[src/rtl/uart_pkg.sv]
// Shared definitions for the UART receive path.
package uart_pkg;

    typedef enum logic [1:0] {
        IDLE  = 2'd0,
        START = 2'd1,
        DATA  = 2'd2,
        STOP  = 2'd3
    } rx_state_e;

    localparam int DATA_BITS_DEFAULT = 8;

endpackage

[src/rtl/uart_rx_sched_if.sv]
// Consumer-side byte handshake of the UART receiver.
interface uart_rx_sched_if #(
    parameter int DATA_BITS = uart_pkg::DATA_BITS_DEFAULT
);
    import uart_pkg::*;

    logic [DATA_BITS-1:0] rx_data;
    logic                 rx_valid;
    logic                 rx_ack;
    logic                 frame_err;
    logic                 overrun;

    // receiver side
    modport master (
        output rx_data, rx_valid, frame_err, overrun,
        input  rx_ack
    );

    // consumer side
    modport slave (
        input  rx_data, rx_valid, frame_err, overrun,
        output rx_ack
    );

endinterface

[src/rtl/uart_rx_sched_sync_fall_det.sv]
// Synchroniser for the raw rx line plus a 1->0 edge detector on its output.
module sync_fall_det #(
    parameter int STAGES = 2
) (
    input  logic clk,
    input  logic rst,
    input  logic d,
    output logic sync_q,
    output logic fall
);
    logic [STAGES-1:0] sync_ff_q, sync_ff_d;
    logic              prev_q, prev_d;

    // Shift the line through the chain; remember the previous synchronised value.
    always_comb begin
        sync_ff_d = {sync_ff_q[STAGES-2:0], d};
        prev_d    = sync_ff_q[STAGES-1];
    end

    // Flops reset to the idle-high line level so reset never looks like an edge.
    always_ff @(posedge clk or posedge rst) begin
        if (rst) begin
            sync_ff_q <= '1;
            prev_q    <= 1'b1;
        end else begin
            sync_ff_q <= sync_ff_d;
            prev_q    <= prev_d;
        end
    end

    assign sync_q = sync_ff_q[STAGES-1];
    assign fall   = prev_q & ~sync_q;

endmodule

[src/rtl/uart_rx_sched.sv]
// Receive sequencer: frames rx using the external baud generator strobes and
// hands assembled bytes to the consumer through a valid/ack holding register.
module uart_rx_sched
    import uart_pkg::*;
#(
    parameter int DATA_BITS   = DATA_BITS_DEFAULT,
    parameter int SYNC_STAGES = 2
) (
    input  logic clk,
    input  logic rst,
    input  logic rx,
    input  logic counter_en,
    input  logic rx_read,
    output logic tick_en,
    output logic busy,
    uart_rx_sched_if.master rx_if
);
    localparam int CW = (DATA_BITS > 1) ? $clog2(DATA_BITS) : 1;
    localparam logic [CW-1:0] LAST_BIT = CW'(DATA_BITS - 1);

    rx_state_e            state_q, state_d;
    logic [CW-1:0]        bit_cnt_q, bit_cnt_d;
    logic [DATA_BITS-1:0] shift_q, shift_d;
    logic [DATA_BITS-1:0] data_q, data_d;
    logic                 false_start_q, false_start_d;
    logic                 stop_bit_q, stop_bit_d;
    logic                 valid_q, valid_d;
    logic                 ovr_q, ovr_d;
    logic                 ferr_q, ferr_d;
    logic                 tick_en_q, tick_en_d;
    logic                 load;
    logic                 rx_s, rx_fall;

    sync_fall_det #(.STAGES(SYNC_STAGES)) u_sync (
        .clk    (clk),
        .rst    (rst),
        .d      (rx),
        .sync_q (rx_s),
        .fall   (rx_fall)
    );

    // Frame sequencing plus holding-register update.
    always_comb begin
        state_d       = state_q;
        bit_cnt_d     = bit_cnt_q;
        shift_d       = shift_q;
        false_start_d = false_start_q;
        stop_bit_d    = stop_bit_q;
        data_d        = data_q;
        valid_d       = valid_q;
        ovr_d         = ovr_q;
        ferr_d        = 1'b0;
        load          = 1'b0;

        case (state_q)
            IDLE: begin
                if (rx_fall) begin
                    state_d       = START;
                    false_start_d = 1'b0;
                end
            end
            START: begin
                // A high mid-bit sample means a glitch; still finish the period
                // so the generator wraps back to 0.
                if (rx_read && rx_s) false_start_d = 1'b1;
                if (counter_en) begin
                    state_d   = false_start_q ? IDLE : DATA;
                    bit_cnt_d = '0;
                end
            end
            DATA: begin
                if (rx_read) shift_d = (shift_q >> 1) | (DATA_BITS'(rx_s) << (DATA_BITS - 1));
                if (counter_en) begin
                    bit_cnt_d = bit_cnt_q + 1'b1;
                    if (bit_cnt_q == LAST_BIT) state_d = STOP;
                end
            end
            STOP: begin
                if (rx_read) stop_bit_d = rx_s;
                if (counter_en) begin
                    state_d = IDLE;
                    if (stop_bit_q) load = 1'b1;
                    else            ferr_d = 1'b1;
                end
            end
            default: state_d = IDLE;
        endcase

        if (rx_ack_i() && valid_q) begin
            valid_d = 1'b0;
            ovr_d   = 1'b0;
        end
        // A load in the same clk as an ack wins and is not counted as lost.
        if (load) begin
            data_d  = shift_q;
            valid_d = 1'b1;
            if (valid_q && !rx_ack_i()) ovr_d = 1'b1;
        end

        tick_en_d = (state_d != IDLE);
    end

    function automatic logic rx_ack_i();
        return rx_if.rx_ack;
    endfunction

    // State and output registers.
    always_ff @(posedge clk or posedge rst) begin
        if (rst) begin
            state_q       <= IDLE;
            bit_cnt_q     <= '0;
            shift_q       <= '0;
            data_q        <= '0;
            false_start_q <= 1'b0;
            stop_bit_q    <= 1'b0;
            valid_q       <= 1'b0;
            ovr_q         <= 1'b0;
            ferr_q        <= 1'b0;
            tick_en_q     <= 1'b0;
        end else begin
            state_q       <= state_d;
            bit_cnt_q     <= bit_cnt_d;
            shift_q       <= shift_d;
            data_q        <= data_d;
            false_start_q <= false_start_d;
            stop_bit_q    <= stop_bit_d;
            valid_q       <= valid_d;
            ovr_q         <= ovr_d;
            ferr_q        <= ferr_d;
            tick_en_q     <= tick_en_d;
        end
    end

    assign tick_en         = tick_en_q;
    assign busy            = tick_en_q;
    assign rx_if.rx_data   = data_q;
    assign rx_if.rx_valid  = valid_q;
    assign rx_if.frame_err = ferr_q;
    assign rx_if.overrun   = ovr_q;

endmodule

[src/flat_wrapper.sv]
// flat-port wrapper written by rule: the top's interface ports become plain ports
module uart_rx_sched_flat import uart_pkg::*;
#(
    parameter int DATA_BITS   = DATA_BITS_DEFAULT,
    parameter int SYNC_STAGES = 2
)
  (clk, rst, rx, counter_en, rx_read, tick_en, busy, rx_if_rx_data, rx_if_rx_valid, rx_if_frame_err, rx_if_overrun, rx_if_rx_ack);
  uart_rx_sched_if #(.DATA_BITS(DATA_BITS)) rx_if_i ();
  input  logic clk;
  input  logic rst;
  input  logic rx;
  input  logic counter_en;
  input  logic rx_read;
  output logic tick_en;
  output logic busy;
  output wire logic [$bits(rx_if_i.rx_data)-1:0] rx_if_rx_data;
  output wire logic [$bits(rx_if_i.rx_valid)-1:0] rx_if_rx_valid;
  output wire logic [$bits(rx_if_i.frame_err)-1:0] rx_if_frame_err;
  output wire logic [$bits(rx_if_i.overrun)-1:0] rx_if_overrun;
  input wire logic [$bits(rx_if_i.rx_ack)-1:0] rx_if_rx_ack;
  assign rx_if_rx_data = rx_if_i.rx_data;
  assign rx_if_rx_valid = rx_if_i.rx_valid;
  assign rx_if_frame_err = rx_if_i.frame_err;
  assign rx_if_overrun = rx_if_i.overrun;
  assign rx_if_i.rx_ack = rx_if_rx_ack;
  uart_rx_sched #(.DATA_BITS(DATA_BITS), .SYNC_STAGES(SYNC_STAGES)) u_core (.clk(clk), .rst(rst), .rx(rx), .counter_en(counter_en), .rx_read(rx_read), .tick_en(tick_en), .busy(busy), .rx_if(rx_if_i));
endmodule
[config.mk]
export PLATFORM = sky130hd
export DESIGN_NAME = uart_rx_sched_flat
export DESIGN_NICKNAME = d
export VERILOG_FILES = /design/src/rtl/uart_pkg.sv /design/src/rtl/uart_rx_sched_if.sv /design/src/rtl/uart_rx_sched_sync_fall_det.sv /design/src/rtl/uart_rx_sched.sv /design/src/flat_wrapper.sv
export SDC_FILE = /design/constraint.sdc
export NUM_CORES = 1
export LEC_CHECK = 0
export ABC_AREA = 1
export CAP_MARGIN = 10
export CORE_MARGIN = 5
export CORE_UTILIZATION = 40
export DETAILED_ROUTE_END_ITERATION = 7
export PLACE_DENSITY = 0.72
export SYNTH_ARGS = -nofsm -noshare
export SYNTH_HDL_FRONTEND = slang
export SYNTH_SLANG_ARGS = --single-unit
[constraint.sdc]
create_clock -name clk -period 2.4 [get_ports clk]
set_input_delay 0.48 -clock clk [delete_from_list [all_inputs] [get_ports clk]]
set_output_delay 0.48 -clock clk [all_outputs]
set_load 0.01 [all_outputs]
==> results of run 1 <==
[metrics by stage]
step | power [uW] | setup WS (ps)
after floorplan | 1160 | 1260
after global placement | 1390 | 582
after detailed placement | 1420 | 552
after CTS | 1690 | 633
after global routing | 1810 | 570
final | 1660 | 659
[logic make-up after synthesis]
logic type / synth area share
compound gates: 0.0712
fa+ha+maj: 0.0209
buf+inv: 0.0597
flops: 0.631
simple gates: 0.217
[cells in the final DEF, fill, tap and decap left out]
cell / instances
inv_1: 12
buf_4: 1
ha_1: 2
nor2_1: 8
nand3_1: 5
o21ai_0: 7
nand4_1: 2
nor3_1: 1
nand2_1: 45
nor2_4: 1
clkbuf_4: 5
dfrtp_1: 27
o21ai_2: 4
clkbuf_1: 2
clkdlybuf4s50_1: 18
dfstp_2: 3
a21oi_1: 3
nand2_2: 1
[metal layers]
layer  routed length [um]  global-route usage  vias up  share of wire
met4                   45              0.0633        0          0.023
li1                     -                   -      432              -
met5                    0                   0        -              0
met3                  149              0.0484        7          0.077
met2                  895               0.179       24           0.46
met1                  847               0.124      394           0.44
[how the worst max path moves through the flow]
stage                                            from                                   to  slack (ps)
detailed placement                         counter_en  u_core.rx_if.rx_data[5]$_DFFE_PP0P_         550
finish              u_core.rx_if.rx_valid$_DFFE_PP0P_                       rx_if_rx_valid         660
global placement                           counter_en  u_core.rx_if.rx_data[5]$_DFFE_PP0P_         580
CTS                 u_core.rx_if.rx_valid$_DFFE_PP0P_                       rx_if_rx_valid         630
floorplan                                  counter_en  u_core.rx_if.rx_data[5]$_DFFE_PP0P_        1260
global route        u_core.rx_if.rx_valid$_DFFE_PP0P_                       rx_if_rx_valid         570
[cell type report]
type | count | area (um2) | area share
clock buffer | 7 | 45.0 | 0.0313
inverter | 12 | 45.0 | 0.0313
multi-input combinational | 79 | 369 | 0.256
sequential | 30 | 754 | 0.524
tap | 31 | 38.8 | 0.0269
timing repair buffer | 19 | 188 | 0.130
[registers in the layout, summed over array words and instances (netlist names), named ones only]
register / cells
u_core.rx_if.frame_err: 1
u_core.u_sync.sync_ff_q: 2
u_core.stop_bit_q: 1
u_core.false_start_q: 1
u_core.rx_if.rx_data: 8
u_core.shift_q: 8
u_core.bit_cnt_q: 3
u_core.busy: 1
u_core.state_q: 2
u_core.rx_if.rx_valid: 1
u_core.u_sync.prev_q: 1
[worst reg2reg max path: stages (launching register included)]
cell	delay, ps
dfrtp_1	430
inv_1	150
nand3_1	380
nor2_1	230
a21oi_1	60
[power by group through the flow]
| stage | combinational, uW | sequential, uW | clock [uW] |
|---|---|---|---|
| finish | 578 | 816 | 262 |
| global route | 660 | 846 | 302 |
| CTS | 591 | 819 | 279 |
| detailed placement | 589 | 829 | 0 |
| global placement | 570 | 823 | 0 |
| floorplan | 320 | 845 | 0 |
==> flow_summary.yaml, run 1 <==
pwr:
  power.share.clock: 0.158
  p_sw_uw: 571
  p_leak_uw: 0.000724
  p_seq_frac: 0.493
  comb_power_share: 0.349
  vdd_drop_max_mv: 0.453
  powerDensity_nw_per_um2: 1150
  swShare: 0.345
  p_int_uw: 1090
clocking:
  htree_levels: 2
  cts_tree: "yes"
  cts_resized: 0
  cts_max_path_buffers: 2
  holdBufCountCts: 0
  clock-sinks: 30
  root_buffer: "clkbuf_4"
  numCtsBuffers: 5
  clkLatencyLatePin_ps: 320
  clk_pin_slew_ps: 80
  post_cts_buffers: 0
logic_synthesis:
  synth_edf_count: 0
  yosysTopAreaCell: "dfrtp_1"
  yosys_most_used_dff: "dfrtp_1"
  syn_inst: 124
  yosysWarningCount: 0
  synthTopCellsByCount: "nand2_1, dfrtp_1, inv_1"
  ys_ff_latch: 30
  postSynth.asyncResetShare: 1.00
  seq_area_frac_synth: 0.631
  synth_most_common_cell: "nand2_1"
  netlist_area_um2: 1190
  ys_types: 17
  avgSynthCellArea_um2: 9.64
  ys_top_cells_by_area: "dfrtp_1, nand2_1, dfstp_2, inv_1, o21ai_0"
  synth_nets: 132
  synth.top_cell.area_share: 0.565
floorplan:
  die_w_um: 64.7
  num_rows: 19
  core_area_um2: 2810
  die_h_um: 64.7
  boundaryPins: 19
  start_util: 0.426
  die-area_um2: 4180
drt:
  drt-total-wl_um: 1940
  drtIter0Drc: 39
  first_pass_iters: 4
  vias: 857
  wl_per_cell_um: 10.9
  viasPerCell: 4.81
  drcViolationCount: 0
  ant_nets: 0
setup_path:
  cp_max_fo: 4
  worstSetupPathType: "reg2out"
  crit_arrival_ps: 1260
  slowest_delay_ps: 550
  path_buf_inv: 1
  r2r_start: "u_core.state_q[0]$_DFF_PP0_"
  r2r_cells: 4
  ff2ff_setup_slack_ps: 1040
  worstSetupEndpointType: "output port"
  slowest_stage: "clkdlybuf4s50_1"
  cp_cell_sequence: "clkdlybuf4s50_1"
  start_kind: "flip-flop"
  critPathTopFamily: "buffers and inverters"
  path_depth: 1
  timing.rr.end: "u_core.shift_q[5]$_DFFE_PP0P_"
  required_ps: 1920
hold_path:
  hold_path.class: "reg2reg"
  worstHoldPathCells: 0
  hold_path_startpoint: "u_core.u_sync.sync_ff_q[0]$_DFF_PP1_"
  min_to: "u_core.u_sync.sync_ff_q[1]$_DFF_PP1_"
sta:
  max_freq_mhz: 574
  maxSlewHeadroom: 0.667
  hold_viol: 0
  finalSetupTns_ps: 0
  drv_slew: 0
  period_share: 0.725
  rsz0062_at_grt: "false"
  setup_viol: 0
  period_minus_slack_ps: 1740
  worst_pin_slew_ps: 497
  skew_ps: 4.82
  whs_ps: 359
final_layout:
  fin_util: 0.513
  layout.nets: 155
  nFillCells: 269
  stdcell_count: 178
  drive_gt1_frac: 0.102
  area_delta_synth_final_pct: 20.5
  num_antenna_cells: 0
  finalInstanceArea_um2: 1440
place:
  place_inst: 171
  io_buffers: 18
  placed_area_um2: 1400
  routabilityCongestion: 0.834
  place_hpwl_um: 1440
status:
  status: "completed"
flow_run:
  cap_viol_max_count: 0
global_routing:
  grt_usage: 0.112
  grt-ovfl-total: 0
  grt_pass1_wl_um: 3530
  grt_max_degree: 31
  grt_pass1_vias: 840
  antenna_found_initial: 0
Note: power is estimated with default switching activity, not from simulation.
==> run 2: changes to the inputs <==
- PLACE_DENSITY: 0.72 -> 0.75
- clock period: 2.4 -> 1.5 ns (I/O delays scaled with it)
==> run 2 against run 1 <==
Effect of this change:
- die area stayed put
- via count increased by 2.1%
- combinational power is 50% higher
- design area is 4.6% higher
- sequential share of layout area decreased by 2.3 points
- non-clock buffer count grew 4
- highest routed layer unchanged
==> flow_summary.yaml, run 2 (synthesis results as in run 1) <==
sta:
  finalSetupTns_ps: 0
  whs_ps: 227
  maxSlewHeadroom: 0.713
  period_minus_slack_ps: 1310
  rsz0062_at_grt: "false"
  skew_ps: 11.1
  hold_viol: 0
  timing.final.ws_setup_ps: 193
  drv_slew: 0
  worst_pin_slew_ps: 431
  max_freq_mhz: 765
  period_share: 0.871
  setup_viol: 0
clocking:
  htree_levels: 2
  numCtsBuffers: 5
  holdBufCountCts: 0
  cts_max_path_buffers: 2
  clock-sinks: 30
  cts_tree: "yes"
  root_buffer: "clkbuf_4"
  clk_pin_slew_ps: 100
  clkLatencyLatePin_ps: 330
drt:
  viasPerCell: 4.78
  wl_per_cell_um: 11.3
  first_pass_iters: 4
  drt-total-wl_um: 2070
  dr_wl_met2_um: 971
  drtIter0Drc: 24
  wl_met1_um: 934
  vias: 875
  routed.top_layer: "met4"
  drcViolationCount: 0
  ant_nets: 0
  route.met3.wl_um: 128
pwr:
  vdd_drop_max_mv: 1.09
  p_leak_uw: 0.000813
  powerDensity_nw_per_um2: 1880
status:
  status: "completed"
hold_path:
  hold_path.class: "in2async"
setup_path:
  timing.rr.end: "u_core.rx_if.rx_data[7]$_DFFE_PP0P_"
  cp_max_fo: 2
  worstSetupEndpointType: "output port"
  path_buf_inv: 1
  critPathTopFamily: "flip-flops"
  ff2ff_setup_slack_ps: 270
  r2r_start: "u_core.state_q[1]$_DFF_PP0_"
  required_ps: 1200
  cp_cell_sequence: "dlygate4sd2_1"
  start_kind: "flip-flop"
  slowest_stage: "dfrtp_1"
  crit_arrival_ps: 1010
  slowest_delay_ps: 390
  worstSetupPathType: "reg2out"
  r2r_cells: 5
final_layout:
  layout_common_cells: "nand2_1, dfrtp_1, dlygate4sd2_1"
  layout.nets: 159
  mostFrequentLayoutCell: "nand2_1"
  num_antenna_cells: 0
  area_delta_synth_final_pct: 26.1
  drive_gt1_frac: 0.138
global_routing:
  grt_pass1_vias: 873
  grt_usage: 0.116
  grt_max_degree: 24
  antenna_found_initial: 0
  grt_pass1_wl_um: 3600
  grt-ovfl-total: 0
floorplan:
  die_w_um: 64.7
  die-area_um2: 4180
  boundaryPins: 19
  num_rows: 19
  die_h_um: 64.7
  core_area_um2: 2810
  start_util: 0.426
place:
  io_buffers: 18
  place_hpwl_um: 1450
  dp_slack_ps: -59.0
  routabilityCongestion: 0.837
flow_run:
  cap_viol_max_count: 0
-- run 2: report_power, final --
part	switching [uW]	internal, uW
sequential	179	1120
clock	272	398
combinational	495	370
total	945	1890
-- run 2: layout make-up --
cell class	count	area [um2]
inverters	12	45.0
flip-flops and latches	30	754
repair buffers	23	214
clock inverters	1	30.0
well taps	31	38.8
clock buffers	7	55.1
fillers	263	1300
multi-input cells	79	369
-- run 2: worst max-delay path by stage --
stage                                              startpoint                             endpoint  slack [ps]  depth (start not counted)
final                     u_core.rx_if.rx_data[1]$_DFFE_PP0P_                     rx_if_rx_data[1]         190                          1
after global routing      u_core.rx_if.rx_data[5]$_DFFE_PP0P_                     rx_if_rx_data[5]         120                          1
after CTS                 u_core.rx_if.rx_data[3]$_DFFE_PP0P_                     rx_if_rx_data[3]         160                          1
after detailed placement                           counter_en  u_core.rx_if.rx_data[5]$_DFFE_PP0P_         -60                          6
after global placement                             counter_en  u_core.rx_if.rx_data[5]$_DFFE_PP0P_         -10                          6
after floorplan                   u_core.state_q[0]$_DFF_PP0_        u_core.shift_q[0]$_DFFE_PP0P_         380                          5
-- run 2: metrics by stage --
stage / total power [uW] / instance area (um2) / instances / util
global route: 3070 / 1510 / 183 / 0.537
floorplan: 1860 / 1190 / 124 / -
global placement: 2240 / 1430 / 174 / 0.510
finish: 2830 / 1510 / 183 / 0.537
detailed placement: 2290 / 1430 / 174 / 0.510
CTS: 2880 / 1510 / 183 / 0.537
-- run 2: repair_timing --
action / 4_1_cts / 5_1_grt
setup buffers: 1 / 0
endpoints found under the setup margin: 13 / 0
gates resized for setup: 13 / 0
-- run 2: routing by layer --
layer | global-route usage | up-vias
li1 | - | 444
met1 | 0.125 | 405
met2 | 0.191 | 19
met3 | 0.0570 | 7
met4 | 0.0554 | 0
met5 | 0 | -
